--- config.mk ---
export PLATFORM = sky130hd
export DESIGN_NAME = simon_game_ctrl_flat
export DESIGN_NICKNAME = d
export VERILOG_FILES = /design/src/rtl/simon_pkg.sv /design/src/rtl/simon_game_ctrl_if.sv /design/src/rtl/simon_lfsr.sv /design/src/rtl/simon_game_ctrl.sv /design/src/flat_wrapper.sv
export SDC_FILE = /design/constraint.sdc
export NUM_CORES = 1
export LEC_CHECK = 0
export CORE_MARGIN = 2
export CORE_UTILIZATION = 55
export CTS_CLUSTER_DIAMETER = 30
export DETAILED_ROUTE_END_ITERATION = 6
export PLACE_DENSITY = 0.74
export RECOVER_POWER = 25
export SLEW_MARGIN = 20
export SYNTH_ARGS = -nofsm -noshare
export SYNTH_HDL_FRONTEND = slang
export SYNTH_HIERARCHICAL = 1
export SYNTH_SLANG_ARGS = --single-unit
--- constraint.sdc ---
create_clock -name clk -period 2.45 [get_ports clk]
set_input_delay 0.735 -clock clk [delete_from_list [all_inputs] [get_ports clk]]
set_output_delay 0.735 -clock clk [all_outputs]
set_load 0.02 [all_outputs]
--- src/rtl/simon_pkg.sv ---
// simon_pkg: shared definitions for the Simon game controller.
//   state_t      - FSM codes, also decoded by the text-display stage
//   LFSR_SEED    - value loaded into the colour LFSR on reset
//   LFSR_TAPS    - feedback mask for the colour LFSR
//   onehot()     - 2-bit colour to 4-bit lamp/button mask
//   max_of4()    - widest of four cycle counts, sizes the phase counter
package simon_pkg;

  typedef enum logic [2:0] {
    ST_READY  = 3'd0,
    ST_SIMON  = 3'd1,
    ST_USER   = 3'd2,
    ST_RESULT = 3'd3,
    ST_WIN    = 3'd4,
    ST_FILL   = 3'd5
  } state_t;

  localparam logic [15:0] LFSR_SEED = 16'hACE1;
  // x^16+x^14+x^13+x^11+1 in right-shifting Fibonacci form: taps at bits 0,2,3,5.
  localparam logic [15:0] LFSR_TAPS = 16'h002D;

  function automatic logic [3:0] onehot(input logic [1:0] c);
    return 4'b0001 << c;
  endfunction

  function automatic int unsigned max_of4(input int unsigned a, input int unsigned b,
                                          input int unsigned c, input int unsigned d);
    int unsigned m;
    m = a;
    if (b > m) m = b;
    if (c > m) m = c;
    if (d > m) m = d;
    return m;
  endfunction

endpackage

--- src/rtl/simon_game_ctrl_if.sv ---
// simon_game_ctrl_if: player/display-facing signals of the Simon controller.
//   start - debounced start level (rising edge begins a game)
//   btn   - debounced colour buttons
//   led   - one-hot colour lamp
//   level - current level, 0-based
//   state - FSM code (simon_pkg::state_t values)
//   match - verdict of the most recent press
// master: player/test side; slave: the controller.
interface simon_game_ctrl_if;
  logic       start;
  logic [3:0] btn;
  logic [3:0] led;
  logic [2:0] level;
  logic [2:0] state;
  logic       match;

  modport master (output start, btn, input led, level, state, match);
  modport slave  (input start, btn, output led, level, state, match);
endinterface

--- src/rtl/simon_lfsr.sv ---
// simon_lfsr: free-running 16-bit Fibonacci LFSR supplying colours.
//   clk - clock
//   rst - asynchronous active-high reset, loads LFSR_SEED
//   q   - current LFSR value; shifts every cycle
module simon_lfsr
  import simon_pkg::*;
(
  input  logic        clk,
  input  logic        rst,
  output logic [15:0] q
);

  always_ff @(posedge clk or posedge rst) begin
    if (rst) q <= LFSR_SEED;
    else     q <= {^(q & LFSR_TAPS), q[15:1]};
  end

endmodule

--- src/rtl/simon_game_ctrl.sv ---
// simon_game_ctrl: Simon game sequencer. Fills a random colour sequence,
// plays it back on the lamps, checks the player's presses and advances or
// resets the level.
//   clk - clock
//   rst - asynchronous active-high reset
//   bus - simon_game_ctrl_if.slave (start, btn in; led, level, state, match out)
//
// state  | meaning
// READY  | idle, waiting for a start edge
// SIMON  | playing back seq[0..level]: lamp lit, then dark gap
// USER   | collecting presses, led mirrors the buttons
// RESULT | verdict held with lamps dark
// WIN    | all levels cleared, level held
// FILL   | writing one LFSR colour per cycle into seq
module simon_game_ctrl
  import simon_pkg::*;
#(
  parameter int unsigned MAX_LEVEL      = 6,
  parameter int unsigned ON_CYCLES      = 25_000_000,
  parameter int unsigned GAP_CYCLES     = 12_500_000,
  parameter int unsigned RESULT_CYCLES  = 50_000_000,
  parameter int unsigned TIMEOUT_CYCLES = 250_000_000
) (
  input  logic             clk,
  input  logic             rst,
  simon_game_ctrl_if.slave bus
);

  localparam int unsigned CNT_W =
    $clog2(max_of4(ON_CYCLES, GAP_CYCLES, RESULT_CYCLES, TIMEOUT_CYCLES) + 1);
  localparam logic [CNT_W-1:0] ON_LOAD  = CNT_W'(ON_CYCLES - 1);
  localparam logic [CNT_W-1:0] GAP_LOAD = CNT_W'(GAP_CYCLES - 1);
  localparam logic [CNT_W-1:0] RES_LOAD = CNT_W'(RESULT_CYCLES - 1);
  localparam logic [CNT_W-1:0] TMO_LOAD = CNT_W'(TIMEOUT_CYCLES - 1);
  localparam logic [2:0]       LAST_LVL = 3'(MAX_LEVEL - 1);

  state_t           state_q;
  logic [2:0]       level_q;
  logic [2:0]       idx;
  logic             match_q;
  logic [3:0]       led_q;
  logic [CNT_W-1:0] cnt;
  logic             lit;
  logic [3:0]       btn_q;
  logic             start_q;
  logic [1:0]       seq [MAX_LEVEL];
  logic [15:0]      lfsr;
  logic [3:0]       press;
  logic             go;
  logic [1:0]       first_col;
  logic             unused_lfsr_hi;

  simon_lfsr u_lfsr (.clk(clk), .rst(rst), .q(lfsr));

  assign press          = bus.btn & ~btn_q;
  assign go             = bus.start & ~start_q;
  assign unused_lfsr_hi = ^lfsr[15:2];
  // With a single-step sequence seq[0] is written on the same edge that leaves FILL.
  assign first_col      = (MAX_LEVEL == 1) ? lfsr[1:0] : seq[0];

  assign bus.led   = led_q;
  assign bus.level = level_q;
  assign bus.state = state_q;
  assign bus.match = match_q;

  always_ff @(posedge clk or posedge rst) begin
    if (rst) begin
      state_q <= ST_READY;
      level_q <= '0;
      idx     <= '0;
      match_q <= 1'b0;
      led_q   <= '0;
      cnt     <= '0;
      lit     <= 1'b0;
      btn_q   <= '0;
      start_q <= 1'b0;
      for (int i = 0; i < MAX_LEVEL; i++) seq[i] <= '0;
    end else begin
      btn_q   <= bus.btn;
      start_q <= bus.start;
      case (state_q)
        ST_READY, ST_WIN: begin
          led_q <= '0;
          if (go) begin
            match_q <= 1'b0;
            level_q <= '0;
            idx     <= '0;
            state_q <= ST_FILL;
          end
        end
        ST_FILL: begin
          seq[idx] <= lfsr[1:0];
          if (idx == LAST_LVL) begin
            state_q <= ST_SIMON;
            idx     <= '0;
            lit     <= 1'b1;
            cnt     <= ON_LOAD;
            led_q   <= onehot(first_col);
          end else begin
            idx <= idx + 3'd1;
          end
        end
        ST_SIMON: begin
          if (cnt != '0) begin
            cnt <= cnt - 1'b1;
          end else if (lit) begin
            lit   <= 1'b0;
            led_q <= '0;
            cnt   <= GAP_LOAD;
          end else if (idx == level_q) begin
            state_q <= ST_USER;
            idx     <= '0;
            cnt     <= TMO_LOAD;
            led_q   <= bus.btn;
          end else begin
            idx   <= idx + 3'd1;
            lit   <= 1'b1;
            cnt   <= ON_LOAD;
            led_q <= onehot(seq[idx + 3'd1]);
          end
        end
        ST_USER: begin
          // led tracks btn_q by registering the same input one cycle on.
          led_q <= bus.btn;
          if (press != '0) begin
            if (press == onehot(seq[idx])) begin
              match_q <= 1'b1;
              if (idx == level_q) begin
                state_q <= ST_RESULT;
                cnt     <= RES_LOAD;
                led_q   <= '0;
              end else begin
                idx <= idx + 3'd1;
                cnt <= TMO_LOAD;
              end
            end else begin
              match_q <= 1'b0;
              state_q <= ST_RESULT;
              cnt     <= RES_LOAD;
              led_q   <= '0;
            end
          end else if (cnt == '0) begin
            match_q <= 1'b0;
            state_q <= ST_RESULT;
            cnt     <= RES_LOAD;
            led_q   <= '0;
          end else begin
            cnt <= cnt - 1'b1;
          end
        end
        ST_RESULT: begin
          led_q <= '0;
          if (cnt != '0) begin
            cnt <= cnt - 1'b1;
          end else if (!match_q) begin
            level_q <= '0;
            state_q <= ST_READY;
          end else if (level_q == LAST_LVL) begin
            state_q <= ST_WIN;
          end else begin
            level_q <= level_q + 3'd1;
            state_q <= ST_SIMON;
            idx     <= '0;
            lit     <= 1'b1;
            cnt     <= ON_LOAD;
            led_q   <= onehot(seq[0]);
          end
        end
        default: begin
          state_q <= ST_READY;
          led_q   <= '0;
          idx     <= '0;
          cnt     <= '0;
          lit     <= 1'b0;
        end
      endcase
    end
  end

endmodule

--- src/flat_wrapper.sv ---
// flat-port wrapper written by rule: the top's interface ports become plain ports
module simon_game_ctrl_flat import simon_pkg::*;
#(
  parameter int unsigned MAX_LEVEL      = 6,
  parameter int unsigned ON_CYCLES      = 25_000_000,
  parameter int unsigned GAP_CYCLES     = 12_500_000,
  parameter int unsigned RESULT_CYCLES  = 50_000_000,
  parameter int unsigned TIMEOUT_CYCLES = 250_000_000
)
  (clk, rst, bus_start, bus_btn, bus_led, bus_level, bus_state, bus_match);
  simon_game_ctrl_if bus_i ();
  input  logic clk;
  input  logic rst;
  input wire logic [$bits(bus_i.start)-1:0] bus_start;
  input wire logic [$bits(bus_i.btn)-1:0] bus_btn;
  output wire logic [$bits(bus_i.led)-1:0] bus_led;
  output wire logic [$bits(bus_i.level)-1:0] bus_level;
  output wire logic [$bits(bus_i.state)-1:0] bus_state;
  output wire logic [$bits(bus_i.match)-1:0] bus_match;
  assign bus_i.start = bus_start;
  assign bus_i.btn = bus_btn;
  assign bus_led = bus_i.led;
  assign bus_level = bus_i.level;
  assign bus_state = bus_i.state;
  assign bus_match = bus_i.match;
  simon_game_ctrl #(.MAX_LEVEL(MAX_LEVEL), .ON_CYCLES(ON_CYCLES), .GAP_CYCLES(GAP_CYCLES), .RESULT_CYCLES(RESULT_CYCLES), .TIMEOUT_CYCLES(TIMEOUT_CYCLES)) u_core (.clk(clk), .rst(rst), .bus(bus_i));
endmodule
==> results.sh, run 1 <==
export IMPL_outcome="finished, violations left"
export IMPL_failed_checks="design-rule violations, negative setup slack"
export IMPL_wl_mm=12.8
export IMPL_leakage_uw=0.00256
export IMPL_cts_tree="yes"
export IMPL_netlist_area_leader_share_pct=38.2
export IMPL_hold_path_depth=0
export IMPL_antenna_found_initial=0
export IMPL_cts_hold_buf=0
export IMPL_worstPathRequired_ns=2.69
export IMPL_p_total_uw=6750
export IMPL_cts_max_path_buffers=2
export IMPL_power_frac_seq_pct=28.8
export IMPL_clock_skew_ns=0.0107
export IMPL_synthXorXnorAreaFrac_pct=2.55
export IMPL_ant_nets=0
export IMPL_globalRouteOverflowTotal=0
export IMPL_wl_per_cell_um=19.0
export IMPL_drtPass1Iterations=7
export IMPL_place_port_buffers=17
export IMPL_syn_area_um2=4460
export IMPL_drc=8
export IMPL_drive_gt1_share_pct=32.2
export IMPL_rsz0062_at_grt="true"
export IMPL_ys_warn_count=6
export IMPL_drv_cap=0
export IMPL_synth_mux_area_share_pct=7.50
export IMPL_setup_worst_path_start_class="flop"
export IMPL_vias=4277
export IMPL_synth_distinct_cells=68
export IMPL_drt_iter0_drc=523
export IMPL_async_flop_share_pct=100
export IMPL_rows=32
export IMPL_num_io_pins=18
export IMPL_r2r_cells=9
export IMPL_clock_sinks=76
export IMPL_cp_end_kind="flop"
export IMPL_synth_edff_count=0
export IMPL_r2r_slack_ns=-0.02
export IMPL_setup_viol=2
export IMPL_area_delta_synth_final_pct=31.1
export IMPL_post_dp_cell_area_um2=5230
export IMPL_gr_usage_all_layers_pct=29.5
export IMPL_power_switching_uw=2910
export IMPL_num_antenna_cells=0
export IMPL_via_per_inst=6.33
export IMPL_p_per_area_nw_per_um2=1160
export IMPL_synth_top_family_by_area="simple AND/OR/NAND/NOR gates"
export IMPL_swShare_pct=43.1
export IMPL_start_util_pct=57.1
export IMPL_final_net_count=582
export IMPL_clk_pin_slew_worst_paths_ns=0.09
export IMPL_grt_start_max_net_pins=29
export IMPL_numCtsBuffers=9
export IMPL_fp_dieW_um=94.0
export IMPL_finalMaxSlewViolations=0
export IMPL_core_um2=7810
export IMPL_root_buffer="clkbuf_8"
export IMPL_fmax_mhz=404
export IMPL_ir_drop_v=0.000710
export IMPL_critPathArrivalTime_ns=2.71
export IMPL_timing_final_crit_share_pct=101
export IMPL_crit_fanout=4
export IMPL_worst_slack_ns=-0.0235
export IMPL_synth_flop_cell="dfrtp_1"
export IMPL_grt_pass1_wl_mm=20.0
export IMPL_synthCells=473
export IMPL_ys_seq_area_share_pct=42.9
export IMPL_mappedNetlistNets=486
export IMPL_synthAdderAreaFrac_pct=1.68
export IMPL_fp_dieH_um=94.0
export IMPL_hold_viol=0
export IMPL_yosysTopAreaCell="dfrtp_1"
export IMPL_final_cell_area_um2=5840
export IMPL_pwr_share_comb_pct=54.6
export IMPL_synth_area_leaders="dfrtp_1 38%, dfstp_2 4.7%, o21ai_0 4.7%, mux2_2 4.0%, nor2_1 3.5%"
export IMPL_postSynthAreaPerCell_um2=9.42
export IMPL_htree_levels=3
export IMPL_p_int_uw=3840
export IMPL_tightest_slew_ns=0.900
export IMPL_ys_ff_latch=76
export IMPL_clkPwrFrac_pct=16.6
export IMPL_place_congestion=1.01
export IMPL_insertion_delay_ns=0.36
export IMPL_critical_path_class="reg2reg"
export IMPL_yosys_area_share_simple_pct=20.2
export IMPL_period_needed_ns=2.47
export IMPL_dp_hpwl_mm=8.96
export IMPL_synth_compound_area_share_pct=20.0
export IMPL_min_path_type="reg2reg"
export IMPL_die_area_um2=8840
export IMPL_timing_slew_headroom_pct=39.9
export IMPL_grt_pass1_vias=4052
==> cells in the mapped netlist, types with 5 or more instances <==
cell type	count
dfrtp_1	68
o21ai_0	42
nor2_1	41
nand2_1	39
a21oi_1	23
inv_1	22
nor3_1	20
mux2_2	16
a31oi_1	14
nand3_1	14
clkbuf_1	8
dfstp_2	8
xor2_1	8
or3_1	7
ha_1	6
mux2i_1	6
nor4_1	6
o31ai_1	6
and2_1	5
buf_2	5
nand2b_1	5
o22a_1	5
xnor2_1	5
==> worst paths after layout <==
path | from | end
worst max-delay path | u_core/idx[1] | u_core/bus.state[0]
worst min-delay path | u_core/u_lfsr/q[4] | u_core/u_lfsr/q[3]
worst max register to register | u_core/idx[1] | u_core/bus.state[0]
worst min register to register | u_core/u_lfsr/q[4] | u_core/u_lfsr/q[3]
max in group asynchronous | rst | u_core/btn_q[3]
min in group asynchronous | rst | u_core/u_lfsr/q[3]
==> cell families after synthesis <==
| group | after synthesis |
|---|---|
| compound gates | 137 |
| mux | 26 |
| flops | 76 |
| buf+inv | 43 |
| fa+ha+maj | 6 |
| xor+xnor | 13 |
| simple gates | 172 |
==> cell usage in the layout, fill, tap and decap left out, types with 5 or more instances in the layout <==
| cell type | Yosys | routed |
|---|---|---|
| a21oi_1 | 23 | 20 |
| a31oi_1 | 14 | 12 |
| buf_4 | 1 | 82 |
| clkbuf_8 | 3 | 10 |
| clkdlybuf4s50_1 | 0 | 15 |
| dfrtp_1 | 68 | 66 |
| dfstp_2 | 8 | 7 |
| ha_1 | 6 | 5 |
| inv_1 | 22 | 21 |
| mux2_2 | 16 | 16 |
| nand2_1 | 39 | 36 |
| nand2b_1 | 5 | 5 |
| nand3_1 | 14 | 14 |
| nor2_1 | 41 | 38 |
| nor3_1 | 20 | 15 |
| nor3_2 | 2 | 6 |
| nor4_4 | 0 | 5 |
| o21ai_0 | 42 | 40 |
| o22a_1 | 5 | 5 |
| o31ai_1 | 6 | 5 |
| or3_1 | 7 | 7 |
| xnor2_1 | 5 | 5 |
| xor2_1 | 8 | 8 |
==> per-stage QoR <==
step	hold slack (ns)	instances	TNS, ns	util (%)	setup slack (ns)
3_5_place_dp	0.339	649	-7.41	67.0	-0.351
6_report	0.351	676	-0.0253	74.8	-0.0235
4_1_cts	0.348	671	-0.0339	71.3	-0.0262
2_1_floorplan	0.331	473	0	-	0.0168
3_3_place_gp	0.335	649	-5.30	67.0	-0.273
5_1_grt	0.354	676	-2.21	74.8	-0.153
==> state kept, by name, indices dropped and copies added (netlist names) <==
| name | cells |
|---|---|
| u_core/btn_q | 4 |
| u_core/bus.led | 4 |
| u_core/bus.level | 3 |
| u_core/bus.match | 1 |
| u_core/bus.state | 3 |
| u_core/cnt | 28 |
| u_core/first_col | 2 |
| u_core/idx | 3 |
| u_core/lit | 1 |
| u_core/seq | 10 |
| u_core/start_q | 1 |
| u_core/u_lfsr/q | 16 |
==> layer usage <==
layer	share of wire (%)	track usage, %	up-vias
met1	42	41.1	2040
met2	46	44.7	249
met5	0	0	-
met4	3.3	12.7	0
met3	8.6	6.10	54
li1	-	-	1934
==> worst max-delay path: stages (launching register included) <==
cell	delay, ns
dfrtp_2	0.42
buf_6	0.11
mux4_2	0.52
a22o_4	0.28
mux2i_2	0.28
a2bb2oi_4	0.13
buf_6	0.15
nor2_4	0.10
nor2_1	0.06
o311a_1	0.30
==> area by class of cell <==
type | count | area [µm²]
inverter | 22 | 82.6
timing repair buffer | 106 | 905
clock buffer | 10 | 138
multi-input combinational | 354 | 2580
fill | 562 | 1970
tap | 102 | 128
clock inverter | 6 | 93.8
sequential | 76 | 1910
==> repair_timing <==
item / in CTS / in global routing
buffers inserted: 6 / 4
cloned: 0 / 1
endpoints found under the hold margin: 0 / 0
gates resized for setup: 10 / 44
pin swaps: 3 / 16
endpoints found under the setup margin: 23 / 35
==> power by group through the flow <==
| stage | logic, µW | registers (µW) | clock network, µW |
|---|---|---|---|
| after CTS | 3310 | 1910 | 1130 |
| after detailed placement | 3150 | 1900 | 0 |
| final | 3690 | 1940 | 1120 |
| after global routing | 3980 | 1980 | 1180 |
| after floorplan | 1990 | 1910 | 0 |
| after global placement | 3040 | 1890 | 0 |
No activity file was read; power rests on OpenSTA's default activity.
==> run 2: changes to the inputs <==
Settings changed: CORE_UTILIZATION 55 to 58, DONT_BUFFER_PORTS set to 1.
==> run 2 against run 1 <==
Against the previous run: the run ends with negative setup slack left; first-iteration DRC count shrank 30%; total power shrank 9.5%; core utilization shrank 3.8 points; hold slack lost 0.036 ns; global-route usage shrank 0.62 points; via count shrank 5.8%; critical path type unchanged.
==> results.sh, run 2 (same netlist as run 1, synthesis figures left out) <==
export IMPL_outcome="finished, violations left"
export IMPL_failed_checks="negative setup slack"
export IMPL_ant_nets=0
export IMPL_tightest_slew_ns=0.873
export IMPL_grt_busiest_layer="met2"
export IMPL_cts_max_path_buffers=2
export IMPL_regMostFlops="u_core/cnt"
export IMPL_final_net_count=534
export IMPL_r2r_slack_ns=-0.001
export IMPL_root_buffer="clkbuf_8"
export IMPL_finalMaxSlewViolations=0
export IMPL_globalRouteOverflowTotal=0
export IMPL_p_per_area_nw_per_um2=1170
export IMPL_antenna_found_initial=0
export IMPL_swShare_pct=44.3
export IMPL_num_antenna_cells=0
export IMPL_clock_skew_ns=0.0121
export IMPL_drc=0
export IMPL_met1_usage_pct=40.2
export IMPL_seq_area_um2=1920
export IMPL_timing_final_crit_share_pct=100
export IMPL_wl_mm=11.6
export IMPL_crit_fanout=7
export IMPL_cp_end_kind="flop"
export IMPL_fp_dieH_um=91.7
export IMPL_rows=31
export IMPL_num_io_pins=18
export IMPL_setup_worst_path_start_class="flop"
export IMPL_setup_viol=1
export IMPL_fp_dieW_um=91.7
export IMPL_final_util_pct=71.1
export IMPL_numCtsBuffers=9
export IMPL_insertion_delay_ns=0.35
export IMPL_grt_start_max_net_pins=29
export IMPL_setup_tns_ns=-0.00141
export IMPL_core_um2=7330
export IMPL_worst_slack_ns=-0.00141
export IMPL_clkPwrFrac_pct=16.4
export IMPL_largest_reg_flops=28
export IMPL_htree_levels=3
export IMPL_start_util_pct=60.8
export IMPL_final_cell_mix="65 x dfrtp_1, 56 x buf_4, 42 x o21ai_0"
export IMPL_drt_iter0_drc=365
export IMPL_power_frac_seq_pct=32.7
export IMPL_min_path_type="in2async"
export IMPL_place_port_buffers=0
export IMPL_p_int_uw=3400
export IMPL_mostFrequentLayoutCell="dfrtp_1"
export IMPL_die_area_um2=8400
export IMPL_worstPathRequired_ns=2.72
export IMPL_multiInputGateArea_um2=2430
export IMPL_rsz0062_at_grt="true"
export IMPL_grt_use_met2_pct=45.8
export IMPL_area_delta_synth_final_pct=16.9
export IMPL_clock_sinks=76
export IMPL_fmax_mhz=408
export IMPL_filler_cell_count=546
export IMPL_drv_cap=0
export IMPL_leakage_uw=0.00227
export IMPL_critPathArrivalTime_ns=2.72
export IMPL_clk_pin_slew_worst_paths_ns=0.09
export IMPL_gr_usage_all_layers_pct=28.9
export IMPL_period_needed_ns=2.45
export IMPL_critical_path_class="reg2reg"
export IMPL_cts_tree="yes"
export IMPL_hold_viol=0
export IMPL_via_per_inst=6.45
export IMPL_dp_hpwl_mm=8.44
export IMPL_power_switching_uw=2710
export IMPL_ir_drop_v=0.000537
export IMPL_timing_slew_headroom_pct=41.7
export IMPL_grt_pass1_vias=3879
export IMPL_drive_gt1_share_pct=26.6
export IMPL_place_ws_ns=-0.0460
export IMPL_use_met3_pct=5.67
export IMPL_vias=4031
export IMPL_place_congestion=1.00
export IMPL_drtPass1Iterations=5
export IMPL_reg_top3="u_core/cnt: 28 flops, u_core/u_lfsr/q: 16 flops, u_core/seq: 10 flops"
export IMPL_wl_per_cell_um=18.6
export IMPL_pwr_share_comb_pct=50.8
export IMPL_grt_pass1_wl_mm=19.3
==> run 2: cell type report <==
type,instances,area share (%)
clock buffers,9,2.38
clock inverters,7,1.59
inverters,22,1.59
multi-input cells,354,46.6
flip-flops and latches,76,36.8
well taps,99,2.38
repair buffers,58,8.67
==> run 2: path summary, 6_finish.rpt <==
kind | startpoint | to | depth (start not counted)
max | u_core/idx[0] | u_core/cnt[19] | 9
min | rst | u_core/u_lfsr/q[14] | 1
max reg2reg | u_core/idx[0] | u_core/cnt[19] | 9
min reg2reg | u_core/u_lfsr/q[12] | u_core/u_lfsr/q[11] | 0
max in group asynchronous | rst | u_core/idx[1] | 2
min in group clk | u_core/u_lfsr/q[12] | u_core/u_lfsr/q[11] | 0
==> run 2: routing by layer <==
layer  share of wire, %  wire [µm]
met5                  0          0
met3                7.1        830
met4                2.3        266
met1                 43       5050
met2                 47       5470
==> run 2: timing repair <==
item	CTS	global route
resized for setup	3	23
pin swaps	2	9
endpoints found under the setup margin	4	23
hold buffers	0	0
setup buffers	0	3
==> run 2: metrics by stage <==
| step | area [µm²] | total power, µW | cells | hold WS, ns |
|---|---|---|---|---|
| global route | 5210 | 6510 | 625 | 0.362 |
| global placement | 4860 | 4750 | 606 | 0.338 |
| CTS | 5080 | 5890 | 622 | 0.285 |
| finish | 5210 | 6110 | 625 | 0.315 |
| floorplan | 4460 | 3910 | 473 | 0.331 |
| detailed placement | 4860 | 4840 | 606 | 0.337 |
==> run 2: critical path: stages (launching register included) <==
cell and delay (ns):
dfrtp_2 0.48, buf_4 0.15, mux2_2 0.32, a22o_1 0.25, mux2i_1 0.22, a2bb2oi_2 0.34
buf_4 0.19, nor2_2 0.04, a211o_1 0.23, a31oi_1 0.15
==> run 2: power groups by stage <==
stage | clock [µW] | sequential (µW) | combinational (µW)
4_1_cts | 1030 | 1940 | 2920
5_1_grt | 1070 | 2040 | 3390
6_report | 1000 | 2000 | 3100
2_1_floorplan | 0 | 1910 | 1990
3_3_place_gp | 0 | 1940 | 2810
3_5_place_dp | 0 | 1950 | 2890
